--- src/rtl/residual_buffer_ctrl_if.sv ---
// -----------------------------------------------------------------------------
// residual_buffer_ctrl_if
// Groups the control, LPC-side, buffer-side and downstream handshake signals of
// one residual buffer sequencer.
//   slave  : controller side (drives the o* signals, receives the i* signals)
//   master : environment side (drives the i* signals, observes the o* signals)
// Signals:
//   iStart/iBlockLen/iAbort   block control
//   iResValid/iResidual       residual stream from the LPC stage
//   iDownReady                downstream coder backpressure
//   oBufReset/oBufValid/oBufEnable  buffer clear, write and read strobes
//   oDrainValid               buffer output valid toward the coder
//   oAbsSum/oCount            block statistics
//   oBusy/oDone/oError        status
// -----------------------------------------------------------------------------
interface residual_buffer_ctrl_if #(
   parameter int CNT_W  = 5,
   parameter int SUM_W  = 20,
   parameter int DATA_W = 16
);
   logic                     iStart;
   logic [CNT_W-1:0]         iBlockLen;
   logic                     iAbort;
   logic                     iResValid;
   logic signed [DATA_W-1:0] iResidual;
   logic                     iDownReady;
   logic                     oBufReset;
   logic                     oBufValid;
   logic                     oBufEnable;
   logic                     oDrainValid;
   logic [SUM_W-1:0]         oAbsSum;
   logic [CNT_W-1:0]         oCount;
   logic                     oBusy;
   logic                     oDone;
   logic                     oError;

   modport slave (
      input  iStart, iBlockLen, iAbort, iResValid, iResidual, iDownReady,
      output oBufReset, oBufValid, oBufEnable, oDrainValid,
             oAbsSum, oCount, oBusy, oDone, oError
   );

   modport master (
      output iStart, iBlockLen, iAbort, iResValid, iResidual, iDownReady,
      input  oBufReset, oBufValid, oBufEnable, oDrainValid,
             oAbsSum, oCount, oBusy, oDone, oError
   );
endinterface

--- src/rtl/residual_buffer_ctrl.sv ---
// -----------------------------------------------------------------------------
// residual_buffer_ctrl
// Sequencer for one residual buffer between the LPC residual generator and the
// Rice/entropy coder. Per block: clear the buffer, gate and count residual
// writes up to the programmed length while accumulating sum(|residual|), drain
// the buffer under downstream backpressure, then pulse completion.
// Ports:
//   iClock    system clock, rising edge
//   iReset_n  asynchronous active-low reset
//   bus       residual_buffer_ctrl_if.slave (control, LPC, buffer, downstream)
// -----------------------------------------------------------------------------
module residual_buffer_ctrl #(
   parameter int BLK_SIZE = 16,
   parameter int CNT_W    = 5,
   parameter int SUM_W    = 20,
   parameter int DATA_W   = 16
) (
   input  logic                    iClock,
   input  logic                    iReset_n,
   residual_buffer_ctrl_if.slave   bus
);

   localparam logic [CNT_W-1:0] LP_BLK = CNT_W'(BLK_SIZE);

   typedef enum logic [2:0] {
      S_IDLE  = 3'd0,
      S_CLEAR = 3'd1,
      S_FILL  = 3'd2,
      S_DRAIN = 3'd3,
      S_DONE  = 3'd4
   } state_t;

   state_t             r_state;
   logic [CNT_W-1:0]   r_len;
   logic [CNT_W-1:0]   r_count;
   logic [CNT_W-1:0]   r_rd_cnt;
   logic [SUM_W-1:0]   r_abs_sum;
   logic               r_abort;        // current CLEAR was entered by an abort
   logic               r_error;
   logic               r_drain_vld_p1;

   logic               w_wr;
   logic               w_rd;

   // Magnitude of a signed residual, one bit wider so |-2^(DATA_W-1)| is exact.
   function automatic logic [SUM_W-1:0] abs_ext(input logic signed [DATA_W-1:0] v);
      logic signed [DATA_W:0] w_ext;
      logic [DATA_W:0]        w_mag;
      w_ext = {v[DATA_W-1], v};
      w_mag = w_ext[DATA_W] ? $unsigned(-w_ext) : $unsigned(w_ext);
      return {{(SUM_W-DATA_W-1){1'b0}}, w_mag};
   endfunction

   // Abort wins over any write/read in the same cycle.
   always_comb begin
      w_wr = (r_state == S_FILL) && bus.iResValid && !bus.iAbort;
      w_rd = (r_state == S_DRAIN) && bus.iDownReady && (r_rd_cnt < r_len) && !bus.iAbort;
   end

   assign bus.oBufReset   = (r_state == S_CLEAR);
   assign bus.oBufValid   = w_wr;
   assign bus.oBufEnable  = w_rd;
   assign bus.oBusy       = (r_state != S_IDLE);
   assign bus.oDone       = (r_state == S_DONE) && !bus.iAbort;
   assign bus.oDrainValid = r_drain_vld_p1;
   assign bus.oAbsSum     = r_abs_sum;
   assign bus.oCount      = r_count;
   assign bus.oError      = r_error;

   always_ff @(posedge iClock or negedge iReset_n) begin
      if (!iReset_n) begin
         r_state        <= S_IDLE;
         r_len          <= '0;
         r_count        <= '0;
         r_rd_cnt       <= '0;
         r_abs_sum      <= '0;
         r_abort        <= 1'b0;
         r_error        <= 1'b0;
         r_drain_vld_p1 <= 1'b0;
      end else begin
         // p1: buffer output is valid one cycle after its read strobe
         r_drain_vld_p1 <= w_rd;

         if (bus.iAbort && (r_state != S_IDLE)) begin
            r_state <= S_CLEAR;
            r_abort <= 1'b1;
         end else begin
            case (r_state)
               S_IDLE: begin
                  if (bus.iStart) begin
                     if (bus.iBlockLen == '0) begin
                        r_error <= 1'b1;
                     end else begin
                        r_len   <= (bus.iBlockLen > LP_BLK) ? LP_BLK : bus.iBlockLen;
                        r_abort <= 1'b0;
                        r_state <= S_CLEAR;
                     end
                  end
               end
               S_CLEAR: begin
                  r_count   <= '0;
                  r_rd_cnt  <= '0;
                  r_abs_sum <= '0;
                  r_state   <= r_abort ? S_IDLE : S_FILL;
               end
               S_FILL: begin
                  if (w_wr) begin
                     r_count   <= r_count + CNT_W'(1);
                     r_abs_sum <= r_abs_sum + abs_ext(bus.iResidual);
                     if ((r_count + CNT_W'(1)) == r_len) r_state <= S_DRAIN;
                  end
               end
               S_DRAIN: begin
                  // Residuals arriving after the block is full are dropped.
                  if (bus.iResValid) r_error <= 1'b1;
                  if (w_rd) begin
                     r_rd_cnt <= r_rd_cnt + CNT_W'(1);
                     if ((r_rd_cnt + CNT_W'(1)) == r_len) r_state <= S_DONE;
                  end
               end
               S_DONE:  r_state <= S_IDLE;
               default: r_state <= S_IDLE;
            endcase
         end
      end
   end

endmodule

--- src/flat_wrapper.sv ---
// flat-port wrapper written by rule: the top's interface ports become plain ports
module residual_buffer_ctrl_flat 
#(
   parameter int BLK_SIZE = 16,
   parameter int CNT_W    = 5,
   parameter int SUM_W    = 20,
   parameter int DATA_W   = 16
)
  (iClock, iReset_n, bus_iStart, bus_iBlockLen, bus_iAbort, bus_iResValid, bus_iResidual, bus_iDownReady, bus_oBufReset, bus_oBufValid, bus_oBufEnable, bus_oDrainValid, bus_oAbsSum, bus_oCount, bus_oBusy, bus_oDone, bus_oError);
  residual_buffer_ctrl_if #(.CNT_W(CNT_W), .SUM_W(SUM_W), .DATA_W(DATA_W)) bus_i ();
  input  logic iClock;
  input  logic iReset_n;
  input wire logic [$bits(bus_i.iStart)-1:0] bus_iStart;
  input wire logic [$bits(bus_i.iBlockLen)-1:0] bus_iBlockLen;
  input wire logic [$bits(bus_i.iAbort)-1:0] bus_iAbort;
  input wire logic [$bits(bus_i.iResValid)-1:0] bus_iResValid;
  input wire logic [$bits(bus_i.iResidual)-1:0] bus_iResidual;
  input wire logic [$bits(bus_i.iDownReady)-1:0] bus_iDownReady;
  output wire logic [$bits(bus_i.oBufReset)-1:0] bus_oBufReset;
  output wire logic [$bits(bus_i.oBufValid)-1:0] bus_oBufValid;
  output wire logic [$bits(bus_i.oBufEnable)-1:0] bus_oBufEnable;
  output wire logic [$bits(bus_i.oDrainValid)-1:0] bus_oDrainValid;
  output wire logic [$bits(bus_i.oAbsSum)-1:0] bus_oAbsSum;
  output wire logic [$bits(bus_i.oCount)-1:0] bus_oCount;
  output wire logic [$bits(bus_i.oBusy)-1:0] bus_oBusy;
  output wire logic [$bits(bus_i.oDone)-1:0] bus_oDone;
  output wire logic [$bits(bus_i.oError)-1:0] bus_oError;
  assign bus_i.iStart = bus_iStart;
  assign bus_i.iBlockLen = bus_iBlockLen;
  assign bus_i.iAbort = bus_iAbort;
  assign bus_i.iResValid = bus_iResValid;
  assign bus_i.iResidual = bus_iResidual;
  assign bus_i.iDownReady = bus_iDownReady;
  assign bus_oBufReset = bus_i.oBufReset;
  assign bus_oBufValid = bus_i.oBufValid;
  assign bus_oBufEnable = bus_i.oBufEnable;
  assign bus_oDrainValid = bus_i.oDrainValid;
  assign bus_oAbsSum = bus_i.oAbsSum;
  assign bus_oCount = bus_i.oCount;
  assign bus_oBusy = bus_i.oBusy;
  assign bus_oDone = bus_i.oDone;
  assign bus_oError = bus_i.oError;
  residual_buffer_ctrl #(.BLK_SIZE(BLK_SIZE), .CNT_W(CNT_W), .SUM_W(SUM_W), .DATA_W(DATA_W)) u_core (.iClock(iClock), .iReset_n(iReset_n), .bus(bus_i));
endmodule
--- config.mk ---
export PLATFORM = sky130hd
export DESIGN_NAME = residual_buffer_ctrl_flat
export DESIGN_NICKNAME = d
export VERILOG_FILES = /design/src/rtl/residual_buffer_ctrl_if.sv /design/src/rtl/residual_buffer_ctrl.sv /design/src/flat_wrapper.sv
export SDC_FILE = /design/constraint.sdc
export NUM_CORES = 1
export LEC_CHECK = 0
export ABC_AREA = 1
export CAP_MARGIN = 20
export CELL_PAD_IN_SITES_DETAIL_PLACEMENT = 1
export CELL_PAD_IN_SITES_GLOBAL_PLACEMENT = 1
export CORE_UTILIZATION = 38
export DETAILED_ROUTE_END_ITERATION = 6
export PLACE_DENSITY = 0.81
export SLEW_MARGIN = 5
export SYNTH_ARGS = -nofsm -noshare
export SYNTH_HDL_FRONTEND = slang
export SYNTH_SLANG_ARGS = --single-unit
--- constraint.sdc ---
create_clock -name iClock -period 2.2 [get_ports iClock]
set_clock_uncertainty 0.05 [all_clocks]
set_input_delay 0.44 -clock iClock [delete_from_list [all_inputs] [get_ports iClock]]
set_output_delay 0.44 -clock iClock [all_outputs]
set_load 0.01 [all_outputs]
==> metrics.md, run 1 <==
| Metric | Value |
|---|---|
| Failing checks | `negative setup slack` |
| Final Cycle Share | `123%` |
| Max_cap viols | `0` |
| Most frequent cells in the layout | `nand2_1 (135), buf_4 (77), inv_1 (54)` |
| Starting DRT DRC Count | `230` |
| Placer Congestion | `0.925` |
| Die width | `97.5 µm` |
| Worst min path class | `reg -> reg` |
| I/O pins | `59` |
| Syn Nets | `575` |
| First-pass GRT wire length | `21700 µm` |
| DRC | `0` |
| Startpoint types | `primary input` |
| Slowest CP cell | `ha_2` |
| Area Overhead vs Synth | `52.7%` |
| Root Driver | `clkbuf_8` |
| Synth warn | `0` |
| Most frequent CP cell | `a21oi_1` |
| Asr flop ratio synth | `100%` |
| Largest net degree at the start of global routing | `16` |
| Leakage | `2.66 nW` |
| Layout cell share with drive strength beyond 1 | `30.7%` |
| Fin. max-slew vios | `0` |
| FMAX | `368 MHz` |
| Yosys cell types | `38` |
| Power, Total | `0.00595 W` |
| Clock buffer depth | `2` |
| Vias | `4275` |
| Mapped Avg Cell Area | `6.67 µm²` |
| Cell count of the worst hold path | `1` |
| Final Cell Area | `0.00530 mm²` |
| Final Hold Fails | `0` |
| CP required | `2.35 ns` |
| Sequential cell area | `0.00103 mm²` |
| Worst path max stage delay | `0.40 ns` |
| Starting Density | `39.6%` |
| Post-DP Area | `0.00477 mm²` |
| CTS tree | `yes` |
| Family with the most delay on the worst path | `compound AO/OA/AOI/OAI gates` |
| Commonest non-fill, non-tap cell in the layout | `nand2_1` |
| Minimum clock period | `2.71 ns` |
| RSZ-0062 raised after global routing | `true` |
| Worst reg-to-reg path cell count | `12` |
| Synth Cell Area | `0.00347 mm²` |
| Layout Nets | `719` |
| Initial antenna violation count | `0` |
| Outcome | `finished with violations` |
| Seq cells post-synth | `41` |
| Hold slack | `0.427 ns` |
| Chip Height | `97.5 µm` |
| Synth Instances | `520` |
| Power Dens Cells | `1120 mW/mm²` |
| Post-Route WL | `14800 µm` |
| Setup-failing EPs final | `13` |
| Maximum vdd drop | `0.000459 V` |
| Row count | `34` |
| Htree depth | `2` |
| Critical setup path kind | `in -> reg` |
| Vias per inst | `5.54` |
| Placeable Area | `0.00876 mm²` |
| First drt pass iteration count | `4` |
| Critical Path, Cell by Cell | `buf_8, inv_8, ha_4, nand3_4, nor3_4, nand4_1, o21ai_1, xor2_1, ha_2, a21oi_4, o21ai_0, a21oi_1, nand2_1, a21oi_1, nor2_1` |
| Fillcell total | `1143` |
| Clock Sinks | `41` |
| Buffers added on ports | `58` |
| Vias in the first global route | `4546` |
| CTS buffer count | `5` |
| Avg WL per Cell | `19.1 µm` |
| Antenna viol nets, final | `0` |
| Multi-input logic area | `0.00250 mm²` |
| Post-synth EDFFs | `0` |
| CP bufs+invs | `2` |
| DP Wirelength | `9700 µm` |
| Primary FF master, synth | `dfrtp_1` |
| Total gr overflow | `0` |
| # diodes | `0` |
| Worst setup margin | `-0.515 ns` |
| Clock slew at reported path FFs | `0.08 ns` |
| Clk_lat worst skew | `0.32 ns` |
| Seq/Total Area, Yosys | `29.6%` |
| Crit path depth | `15` |
| CP Capture Type | `flop` |
| Worst EP arrival | `2.86 ns` |
| Total Routing Usage GR | `28.4%` |
| Die ar. | `0.00951 mm²` |
| Max Fanout on Critical Path | `3` |
worst paths after layout:
path,start,slack (ns),endpoint
setup / recovery,bus_iResidual[0],-0.51,u_core.bus.oAbsSum[17]
hold / removal,u_core.bus.oError,0.43,u_core.bus.oError
setup reg to reg,u_core.bus.oAbsSum[0],-0.04,u_core.bus.oAbsSum[12]
hold reg to reg,u_core.bus.oError,0.43,u_core.bus.oError
max in group asynchronous,iReset_n,1.00,u_core.bus.oCount[4]
min in group asynchronous,iReset_n,0.51,u_core.bus.oAbsSum[12]
metrics by stage:
| step | setup slack (ns) | std cells | setup TNS [ns] | utilization, % |
|---|---|---|---|---|
| after global routing | -0.631 | 772 | -6.74 | 60.4 |
| final | -0.515 | 772 | -5.01 | 60.4 |
| after detailed placement | -1.26 | 752 | -18.72 | 54.4 |
| after floorplan | -0.260 | 520 | -1.30 | - |
| after global placement | -1.10 | 752 | -16.79 | 54.4 |
| after CTS | -0.277 | 771 | -2.12 | 59.1 |
synth_stat cells, types with 2 or more instances:
| cell | number | area [µm²] |
|---|---|---|
| nand4_1 | 8 | 50.1 |
| dfrtp_1 | 41 | 1030 |
| a21oi_1 | 31 | 155 |
| a21o_1 | 2 | 15.0 |
| o22ai_1 | 9 | 56.3 |
| buf_2 | 2 | 10.0 |
| nor3_1 | 6 | 30.0 |
| o21ai_1 | 24 | 120 |
| nor2_2 | 2 | 12.5 |
| o21ai_0 | 7 | 35.0 |
| nand3_1 | 35 | 175 |
| nand2_1 | 153 | 574 |
| xnor2_1 | 3 | 26.3 |
| xor2_1 | 15 | 131 |
| nand3b_1 | 4 | 30.0 |
| nor2_1 | 53 | 199 |
| o21bai_1 | 2 | 15.0 |
| inv_2 | 17 | 63.8 |
| inv_1 | 61 | 229 |
| ha_1 | 27 | 338 |
registers in the layout (all words and copies together) (netlist names):
name and cells:
u_core.bus.oAbsSum 20, u_core.bus.oCount 5, u_core.r_abort 1, u_core.r_len 5
u_core.bus.oDrainValid 1, u_core.r_state 3, u_core.bus.oError 1, u_core.r_rd_cnt 5
cells by family (layout without fill, tap and decap cells):
family	after synthesis	count (layout)	synth area share (%)
and+or+nand+nor	269	269	33.6
buffers and inverters	83	227	9.27
adders and majority gates	28	28	10.3
xor gates and xnor gates	18	18	4.55
AOI/OAI and AO/OA	80	80	12.6
DFF	41	41	29.6
other	1	1	0.108
where the power goes:
part           internal (W)  total [W]  switching [W]  leakage [nW]
clock              0.000331   0.000632       0.000302        0.0540
combinational       0.00174    0.00404        0.00230          2.07
sequential          0.00100    0.00128       0.000270         0.545
what timing repair did:
action	in CTS	in global routing
gates resized for setup	109	31
setup endpoints to repair	21	17
buffers inserted	11	2
endpoints found under the hold margin	13	0
pin swaps	48	12
hold buffers	1	0
layer usage:
metal	up-vias	global-route usage [%]	routed length (µm)
met1	2092	29.7	5590
li1	1959	-	-
met3	60	4.24	768
met2	164	54.1	7660
met5	-	0	0
met4	0	14.9	745
final cells by class:
| cell class | count | share of cell area, % |
|---|---|---|
| repair buffers | 141 | 22.8 |
| clock buffers | 5 | 1.30 |
| inverters | 79 | 6.03 |
| flip-flops and latches | 41 | 19.4 |
| multi-input cells | 396 | 47.3 |
| clock inverters | 2 | 0.662 |
| well taps | 108 | 2.55 |
No activity file was read; power rests on OpenSTA's default activity.
==> run 2: changes to the inputs <==
- CORE_UTILIZATION: 38 -> 34
- PLACE_DENSITY: 0.81 -> 0.76
- clock period: 2.2 -> 2.3 ns (I/O delays scaled with it)
==> metrics.md, run 2 (synthesis gave the netlist of run 1 again) <==
| Metric | Value |
|---|---|
| Outcome | `finished with violations` |
| Failing checks | `negative setup slack` |
| Critical path endpoint | `u_core.bus.oAbsSum[18]` |
| Total gr overflow | `0 (unchanged)` |
| Die width | `103 µm (+5.6%)` |
| Clock slew at reported path FFs | `0.09 ns (about the same)` |
| Row count | `36 (+5.9%)` |
| Util after Layout | `56.6% (-3.9 points)` |
| Critical setup path kind | `in -> reg` |
| Layout cell share with drive strength beyond 1 | `34.2% (+3.5 points)` |
| Most frequent cells in the layout | `nand2_1 (126), buf_4 (84), inv_1 (52)` |
| Setup-failing EPs final | `13 (unchanged)` |
| Worst min path class | `in -> async` |
| I/O pins | `59 (unchanged)` |
| DP Wirelength | `9590 µm (-1.1%)` |
| Startpoint types | `primary input` |
| CTS tree | `yes` |
| Worst EP arrival | `2.77 ns (-0.09 ns)` |
| FMAX | `380 MHz` |
| Hold Buf Count CTS | `0 (-1)` |
| Max Fanout on Critical Path | `4 (+1)` |
| Fillcell total | `1275 (+12%)` |
| Vias in the first global route | `4418 (-2.8%)` |
| Buffers added on ports | `58 (unchanged)` |
| Clk_lat worst skew | `0.30 ns (-0.02 ns)` |
| Starting DRT DRC Count | `121 (-47%)` |
| Antenna viol nets, final | `0 (unchanged)` |
| Area Overhead vs Synth | `60.1%` |
| Clock buffer depth | `2 (unchanged)` |
| Fin. max-slew vios | `0 (unchanged)` |
| Reg-to-reg setup timing slack | `0.23 ns (+0.27 ns)` |
| First-pass GRT wire length | `20800 µm (-4.0%)` |
| Layout Nets | `732 (+1.8%)` |
| Die ar. | `0.0106 mm² (+12%)` |
| Vias | `4169 (-2.5%)` |
| Htree depth | `2 (unchanged)` |
| Worst reg-to-reg path cell count | `11 (-1)` |
| First drt pass iteration count | `4 (unchanged)` |
| Reg-to-reg endpoint | `u_core.bus.oAbsSum[13]` |
| Worst setup margin | `-0.330 ns (+0.185 ns)` |
| R2r startpoint | `u_core.bus.oAbsSum[6]` |
| RSZ-0062 raised after global routing | `true` |
| Placer Congestion | `0.850 (-8.1%)` |
| Commonest non-fill, non-tap cell in the layout | `nand2_1` |
| Minimum clock period | `2.63 ns` |
| Largest net degree at the start of global routing | `42 (+26)` |
| Critical path startpoint | `bus_iResidual[0]` |
| # diodes | `0 (unchanged)` |
| Worst Tran Pin Value | `0.490 ns` |
| Total Routing Usage GR | `25.7% (-2.7 points)` |
| CP Capture Type | `flop` |
| Max_cap viols | `0 (unchanged)` |
| Final Hold Fails | `0 (unchanged)` |
| Initial antenna violation count | `0 (unchanged)` |
| Starting Density | `35.3% (-4.3 points)` |
| Max reg flops | `20 (unchanged)` |
| Power Dens Cells | `1060 mW/mm² (-5.3%)` |
| Leakage | `2.74 nW (+2.8%)` |
| Clock Sinks | `41 (unchanged)` |
| Placeable Area | `0.00982 mm² (+12%)` |
| Chip Height | `103 µm (+5.6%)` |
| CTS buffer count | `5 (unchanged)` |
| Vias per inst | `5.14 (-7.2%)` |
| Avg WL per Cell | `17.5 µm (-8.3%)` |
| Maximum vdd drop | `0.000506 V (+10%)` |
| Post-Route WL | `14200 µm (-3.7%)` |
| Slew headroom | `67.1%` |
| DRC | `0 (unchanged)` |
| Root Driver | `clkbuf_8` |
| CP required | `2.44 ns (+0.09 ns)` |
| Post-place setup slack | `-1.16 ns (+0.104 ns)` |
| Final Cycle Share | `114%` |
-- run 2: critical path: stages --
cell and delay, ns:
buf_8 0.11, inv_8 0.05, ha_4 0.14, nand3_4 0.07
nor3_4 0.18, nand4_1 0.14, o21ai_1 0.17, xor2_1 0.24
ha_1 0.34, buf_4 0.18, nand2_2 0.09, nor2_1 0.07
a21oi_2 0.21, nand2_2 0.12, a21oi_2 0.14, nor2_1 0.06
-- run 2: repair_timing --
action                     in CTS  in global routing
resized for setup              99                 79
buffers inserted               15                 10
hold endpoints to repair        0                  0
pin swaps                      41                 46
setup endpoints to repair      21                 17
-- run 2: layout make-up --
cell class / instances / area [µm²] / share of cell area, %
multi-input cells: 396 / 2570 / 46.3
inverters: 79 / 324 / 5.83
clock buffers: 7 / 86.3 / 1.55
clock inverters: 1 / 30.0 / 0.541
flip-flops and latches: 41 / 1030 / 18.5
well taps: 133 / 166 / 3.00
repair buffers: 154 / 1350 / 24.3
-- run 2: power breakdown --
group	switching (W)	internal (W)	total [W]	leakage, nW
clock network	0.000286	0.000355	0.000641	0.0585
registers	0.000272	0.000961	0.00123	0.545
logic	0.00218	0.00185	0.00403	2.14
-- run 2: worst min-delay path by stage --
stage	cells after the start	slack, ns	start	end
detailed placement	1	0.40	u_core.bus.oError	u_core.bus.oError
global route	2	0.1	iReset_n	u_core.bus.oAbsSum[5]
CTS	2	0.08	iReset_n	u_core.bus.oAbsSum[6]
floorplan	0	0.11	iReset_n	u_core.bus.oAbsSum[0]
finish	2	0.06	iReset_n	u_core.bus.oAbsSum[12]
global placement	2	0.40	iReset_n	u_core.bus.oAbsSum[11]
-- run 2: metrics by stage --
stage	cells	power [W]	hold slack, ns	cell area [µm²]	setup TNS (ns)
2_1_floorplan	520	0.00289	0.114	3530	-0.561
3_3_place_gp	778	0.00425	0.396	4800	-15.84
3_5_place_dp	778	0.00440	0.399	4800	-17.14
4_1_cts	801	0.00531	0.0805	5200	-1.45
5_1_grt	811	0.00630	0.0973	5550	-3.81
6_report	811	0.00591	0.0618	5550	-2.36
-- run 2: routing by layer --
metal / vias to the layer above / GRT usage, % / share of wire, %
met5: - / 0 / 0
met4: 0 / 9.43 / 3.8
met3: 46 / 3.93 / 3.8
met2: 114 / 50.8 / 55
met1: 2023 / 27.1 / 37
li1: 1986 / - / -
